==> src/rtl/benes_cfg_loader_pkg.sv <==
// Shared sizes and types for the Benes network configuration loader.
// Shared by the loader, its stream interface and the testbench.
package benes_cfg_loader_pkg;

    localparam int SIZE       = 32;
    localparam int SWITCH_NUM = SIZE / 2;
    localparam int STAGE_NUM  = 2 * $clog2(SIZE) - 1;
    localparam int DATA_WIDTH = SIZE;
    localparam int CNT_W      = (STAGE_NUM > 1) ? $clog2(STAGE_NUM) : 1;

    typedef enum logic [1:0] {
        IDLE,
        LOAD,
        DRAIN,
        FULL
    } cfg_state_t;

    function automatic logic even_par(input logic [SWITCH_NUM-1:0] d);
        return ^d;
    endfunction

endpackage

==> src/rtl/benes_cfg_loader_if.sv <==
// Valid/ready stream carrying one stage word of switch settings per beat.
// Optional cfg_parity wire exists only when BENES_CFG_PARITY_EN is defined.
interface benes_cfg_loader_if;
    import benes_cfg_loader_pkg::*;

    logic                  cfg_valid;
    logic                  cfg_ready;
    logic [SWITCH_NUM-1:0] cfg_data;
    logic                  cfg_last;
`ifdef BENES_CFG_PARITY_EN
    logic                  cfg_parity;

    modport master (
        output cfg_valid, cfg_data, cfg_last, cfg_parity,
        input  cfg_ready
    );
    modport slave (
        input  cfg_valid, cfg_data, cfg_last, cfg_parity,
        output cfg_ready
    );
`else
    modport master (
        output cfg_valid, cfg_data, cfg_last,
        input  cfg_ready
    );
    modport slave (
        input  cfg_valid, cfg_data, cfg_last,
        output cfg_ready
    );
`endif

endinterface

==> src/rtl/benes_cfg_loader.sv <==
// Shadow/active configuration banks for the Benes switch array.
// Define BENES_CFG_PARITY_EN to add per-beat even-parity checking.
module benes_cfg_loader
    import benes_cfg_loader_pkg::*;
(
    input  logic                  clk,
    input  logic                  rst,
    benes_cfg_loader_if.slave     cfg,
    input  logic                  commit,
    output logic [SWITCH_NUM-1:0] switch_set [0:STAGE_NUM-1],
    output logic                  cfg_full,
    output logic                  commit_done,
    output logic                  cfg_err
);

    cfg_state_t            state, state_d;
    logic [CNT_W-1:0]      cnt, cnt_d;
    logic [SWITCH_NUM-1:0] shadow [0:STAGE_NUM-1];
    logic                  acc, at_end, par_bad;
    logic                  we, swap, err_d;

    assign cfg.cfg_ready = !rst && (state != FULL);
    assign cfg_full      = (state == FULL);
    assign acc           = cfg.cfg_valid && cfg.cfg_ready;
    assign at_end        = (cnt == CNT_W'(STAGE_NUM - 1));

`ifdef BENES_CFG_PARITY_EN
    assign par_bad = (cfg.cfg_parity != even_par(cfg.cfg_data));
`else
    assign par_bad = 1'b0;
`endif

    // IDLE is LOAD with cnt==0, so both share the frame-length rules
    always_comb begin
        state_d = state;
        cnt_d   = cnt;
        we      = 1'b0;
        swap    = 1'b0;
        err_d   = 1'b0;
        unique case (state)
            IDLE, LOAD: begin
                if (acc) begin
                    we = 1'b1;
                    if (par_bad) begin
                        err_d   = 1'b1;
                        cnt_d   = '0;
                        state_d = cfg.cfg_last ? IDLE : DRAIN;
                    end else if (cfg.cfg_last) begin
                        cnt_d   = '0;
                        state_d = at_end ? FULL : IDLE;
                        err_d   = !at_end;
                    end else if (at_end) begin
                        err_d   = 1'b1;
                        cnt_d   = '0;
                        state_d = DRAIN;
                    end else begin
                        cnt_d   = cnt + CNT_W'(1);
                        state_d = LOAD;
                    end
                end
            end
            DRAIN: begin
                if (acc && cfg.cfg_last) begin
                    cnt_d   = '0;
                    state_d = IDLE;
                end
            end
            FULL: begin
                if (commit) begin
                    swap    = 1'b1;
                    state_d = IDLE;
                end
            end
            default: state_d = IDLE;
        endcase
    end

    always_ff @(posedge clk or posedge rst) begin
        if (rst) begin
            state       <= IDLE;
            cnt         <= '0;
            cfg_err     <= 1'b0;
            commit_done <= 1'b0;
            for (int i = 0; i < STAGE_NUM; i++) begin
                shadow[i]     <= '0;
                switch_set[i] <= '0;
            end
        end else begin
            state       <= state_d;
            cnt         <= cnt_d;
            cfg_err     <= err_d;
            commit_done <= swap;
            if (we) shadow[cnt] <= cfg.cfg_data;
            if (swap) begin
                for (int i = 0; i < STAGE_NUM; i++)
                    switch_set[i] <= shadow[i];
            end
        end
    end

endmodule

==> src/flat_wrapper.sv <==
// flat-port wrapper written by rule: the top's interface ports become plain ports
module benes_cfg_loader_flat import benes_cfg_loader_pkg::*;
  (clk, rst, commit, switch_set, cfg_full, commit_done, cfg_err, cfg_cfg_valid, cfg_cfg_data, cfg_cfg_last, cfg_cfg_ready);
  benes_cfg_loader_if cfg_i ();
  input  logic clk;
  input  logic rst;
  input  logic commit;
  output logic [SWITCH_NUM-1:0] switch_set[0:STAGE_NUM-1];
  output logic cfg_full;
  output logic commit_done;
  output logic cfg_err;
  input wire logic [$bits(cfg_i.cfg_valid)-1:0] cfg_cfg_valid;
  input wire logic [$bits(cfg_i.cfg_data)-1:0] cfg_cfg_data;
  input wire logic [$bits(cfg_i.cfg_last)-1:0] cfg_cfg_last;
  output wire logic [$bits(cfg_i.cfg_ready)-1:0] cfg_cfg_ready;
  assign cfg_i.cfg_valid = cfg_cfg_valid;
  assign cfg_i.cfg_data = cfg_cfg_data;
  assign cfg_i.cfg_last = cfg_cfg_last;
  assign cfg_cfg_ready = cfg_i.cfg_ready;
  benes_cfg_loader u_core (.clk(clk), .rst(rst), .cfg(cfg_i), .commit(commit), .switch_set(switch_set), .cfg_full(cfg_full), .commit_done(commit_done), .cfg_err(cfg_err));
endmodule
==> config.mk <==
export PLATFORM = sky130hd
export DESIGN_NAME = benes_cfg_loader_flat
export DESIGN_NICKNAME = d
export VERILOG_FILES = /design/src/rtl/benes_cfg_loader_pkg.sv /design/src/rtl/benes_cfg_loader_if.sv /design/src/rtl/benes_cfg_loader.sv /design/src/flat_wrapper.sv
export SDC_FILE = /design/constraint.sdc
export NUM_CORES = 1
export LEC_CHECK = 0
export BUFFER_PORTS_ARGS = -buffer_cell sky130_fd_sc_hd__buf_2
export CORE_ASPECT_RATIO = 0.5
export CORE_MARGIN = 2
export CORE_UTILIZATION = 45
export CTS_BUF_LIST = sky130_fd_sc_hd__clkbuf_8
export DETAILED_ROUTE_END_ITERATION = 8
export PLACE_DENSITY = 0.68
export SKIP_CTS_REPAIR_TIMING = 1
export SYNTH_ARGS = -nofsm -noshare
export SYNTH_HDL_FRONTEND = slang
export SYNTH_SLANG_ARGS = --single-unit
export TNS_END_PERCENT = 5
==> constraint.sdc <==
create_clock -name clk -period 10.65 [get_ports clk]
set_input_delay 2.13 -clock clk [delete_from_list [all_inputs] [get_ports clk]]
set_output_delay 2.13 -clock clk [all_outputs]
set_load 0.01 [all_outputs]
# After elaboration in Yosys (flattened, before gate mapping)
# Index checks and enable logic that the tools add are counted.
dict set report classes {
  eq_ne 8
  reduce_logical 11
  addsub 1
  bitwise_logic 1
  n_lt_le_gt_ge 2
  mux 23
}
# operator n
set ops {}
lappend ops {{$bwmux 144} 1}
lappend ops {{$demux 16 s4} 1}
lappend ops {{$mux 16} 1}
lappend ops {{$mux 4} 4}
lappend ops {{$mux 2} 6}
lappend ops {{$mux 1} 8}
lappend ops {{$pmux 4 s2} 1}
lappend ops {{$pmux 2 s3} 1}
lappend ops {{$reduce_and 3->1} 2}
lappend ops {{$ge 5x5->1 const B} 1}
lappend ops {{$lt 5x1->1 const B} 1}
lappend ops {{$not 4->5} 1}
lappend ops {{$add 4x1->4 const B} 1}
lappend ops {{$eq 2x2->1 const B} 2}
lappend ops {{$eq 4x4->1 const B} 1}
lappend ops {{$logic_and 1x1->1} 4}
lappend ops {{$ne 2x1->1 const B} 2}
lappend ops {{$ne 2x2->1 const B} 2}
lappend ops {{$eq 2x1->1 const B} 1}
lappend ops {{$logic_not 1->1} 2}
lappend ops {{$logic_not 2->1} 1}
lappend ops {{$reduce_bool 2->1} 1}
lappend ops {{$reduce_or 2->1} 1}
dict set report word_totals {
  ff_bits 296
  out_inout_bits 148
  wordCells 68
  in_bits 21
}

# Longest topological paths before layout
dict set report logic_depth {
  ltp_word 6
  ltp_mapped 7
  depth_no_buf 6
}

# Worst setup path before layout
# Ideal clock, no wire load.
dict set report synth_path {
  path_kind {input port to output port}
  start {in rst}
  end {out cfg_cfg_ready}
  slack_ns 6.221
  path_buffers 0
  stages 1
  t_required_ns 8.520
  arrival_ns 2.299
  path_cell_list {nor2_1}
}
dict set report synth_between {
  elab_chain_len 2
}
# element line
set synth_rtl {}
lappend synth_rtl {{from (decl)} flat_wrapper.sv:6} ;# input logic rst;
lappend synth_rtl {{$logic_not 1->1 (no line)} --}
lappend synth_rtl {{$logic_and 1x1->1} benes_cfg_loader.sv:22} ;# assign cfg.cfg_ready = !rst && (state != FULL);
lappend synth_rtl {{to (decl)} flat_wrapper.sv:15} ;# output wire logic [$bits(cfg_i.cfg_ready)-1:0] cfg_cfg_ready;
# No other way between the ends.

# Final worst setup path
# Same ends and word-level chain as after synthesis.

==> results.cfg <==
[route]
drt_first_pass_iters = 4
ant_nets = 0
drt-total-wl_microns = 26900
drc = 0
vias_per_cell = 4.91
vias = 7445
avgRoutedWirePerCell_microns = 17.7
drtIter0Drc = 541

[timing]
slew_headroom_pct = 22.7
timing.fmax_mhz = 215
finClkSkew_ns = 0.0167
slew_violations = 0
fin_crit_sh_pct = 43.7
max_slew.worst_pin.slew_ns = 1.16
hold_viol_final = 0
grt_setup_unrepaired = false
fin_crit_ns = 4.65
setup_violations = 0
setup_tns_ns = 0

[yosys]
seq_area_frac_synth_pct = 64.1
synth_cell_types = 37
synth_edf_count = 0
ys_ff_latch = 296
syn_nets = 997
async_flop_share_pct = 100
synth_area_sq_um = 11500
yosys_warnings = 0
synthCells = 972
synthFlopType = dfrtp_1
synth_area_per_cell_sq_um = 11.9

[setup_path]
path_cells = buf_2 -> nor2_1 -> buf_2
critical_path_arrival_ns = 2.52
reg2reg_depth = 6
reg2reg_from = u_core.state[1]
worst-endpoint-required_ns = 8.52
critPathCaptureType = output pin
cp-startpoint = rst
rrSetupSlack_ns = 7.33
crit_path_start_kind = input port
path_class = in -> out
crit_slowest_cell = buf_2
crit_end = cfg_cfg_ready
cp_common_cell = buf_2
cp_max_fo = 4
timing.rr.end = u_core.switch_set[103]
max_stage_delay_ns = 0.15

[cells_and_area]
layout.nets = 1170
layout-drive-gt1-share_pct = 33.1
n_fill_cell = 2160
most-common-layout-cells = nand2_1 (436), dfrtp_1 (296), buf_2 (168), mux2_2 (77), mux2_4 (67)
fin_area_sq_um = 13400
antenna_cells = 0
final_common_cell = nand2_1
syn_to_final_growth_pct = 16.3

[cts]
clk_path_buf_depth = 3
clock_sinks = 296
cts.clk_slew.worst_paths_ns = 0.06
root_buffer = clkbuf_8
clock_latency_ns = 0.54
ctsHtreeMaxLevel = 2
tritoncts = built
cts_buffers = 44

[place]
globalplace.congestion = 0.743
place_area_sq_um = 12600
dp_hpwl_microns = 16600
io_buffers = 168

[global_route]
grt_pass1_wl_microns = 41700
grt_overflow_total = 0
grt_usage_pct = 20.1
antenna_found_initial = 2
grt_pass1_vias = 7478
grt_max_degree = 150

[floorplan]
num_rows = 41
start_util_pct = 45.9
die_height_microns = 117
core_sq_um = 25200
fp.dieW_microns = 231
die_area_sq_um = 27000
ios = 169

[power_and_ir_drop]
power_density_nw_per_um2 = 209
power_mw = 2.81
leakage_nw = 7.74
ir_drop_mv = 0.0876

[job]
maxCapViolCount = 0

[outcome]
status = finished clean

[hold_path]
hold_class = reg -> reg
critical path, delay by kind of cell:
| kind | cells | cell delay (ns) |
|---|---|---|
| buf+inv | 2 | 0.28 |
| simple gates | 1 | 0.11 |
synthesized netlist by cell type (3+ instances only):
library cell | instances | area (sq um)
nand2_1 | 437 | 1640
dfrtp_1 | 296 | 7410
mux2_2 | 77 | 867
mux2_4 | 67 | 1010
clkbuf_1 | 17 | 63.8
buf_2 | 16 | 80.1
buf_6 | 8 | 90.1
nand2_2 | 5 | 31.3
nor2_1 | 5 | 18.8
ha_1 | 4 | 50.1
inv_1 | 4 | 15.0
o21ai_0 | 4 | 20.0
nand2b_1 | 3 | 18.8
nor2b_1 | 3 | 18.8
flip-flops by register name (all words and copies together), names as in the netlist:
register            flops
u_core.shadow         144
u_core.switch_set     144
u_core.cnt              4
u_core.state            2
u_core.cfg_err          1
u_core.commit_done      1
final cells by class:
cell class,instances,area (sq um),area share (%)
multi-input cells,626,3860,28.8
well taps,344,430,3.20
inverters,5,28.8,0.214
clock buffers,55,757,5.64
repair buffers,172,871,6.48
flip-flops and latches,296,7410,55.1
clock inverters,18,73.8,0.550
worst min-delay path by stage:
stage                            start                     end  slack, ns  cells past startpoint
finish              u_core.shadow[138]  u_core.switch_set[138]       0.45                      2
global placement    u_core.shadow[139]  u_core.switch_set[139]       0.44                      2
CTS                 u_core.shadow[138]  u_core.switch_set[138]       0.45                      2
detailed placement  u_core.shadow[143]  u_core.switch_set[143]       0.45                      2
floorplan             u_core.shadow[0]    u_core.switch_set[0]       0.43                      2
global route        u_core.shadow[142]  u_core.switch_set[142]       0.47                      2
power breakdown:
group          internal [mW]  total, mW  leakage (nW)  switching [mW]
Combinational          0.220      0.479          3.24           0.259
Clock                  0.461      0.878         0.489           0.417
Sequential              1.33       1.45          4.01           0.122
Total                   2.01       2.81          7.74           0.798
metal layers:
layer,vias to the layer above,part of all wire [%],track usage [%]
met5,-,0,0
met1,3808,45,27.5
met3,37,5.4,4.17
li1,3447,-,-
met2,153,48,33.1
met4,0,1.6,5.38
metrics by stage:
step | util, % | setup WS [ns] | hold slack [ns] | instances
finish | 53.3 | 6.00 | 0.447 | 1516
global route | 53.3 | 5.99 | 0.473 | 1516
CTS | 53.3 | 5.99 | 0.452 | 1516
detailed placement | 50.0 | 5.99 | 0.445 | 1443
global placement | 50.0 | 5.99 | 0.441 | 1443
floorplan | - | 0.344 | 0.433 | 972
cells by family after synthesis:
kind of cell | count (synthesis) | synth area share (%)
simple gates | 466 | 16.0
flops | 296 | 64.1
mux | 146 | 16.4
buf+inv | 50 | 2.48
compound gates | 9 | 0.488
fa+ha+maj | 4 | 0.433
xor+xnor | 1 | 0.0758
No activity file was read; power rests on OpenSTA's default activity.
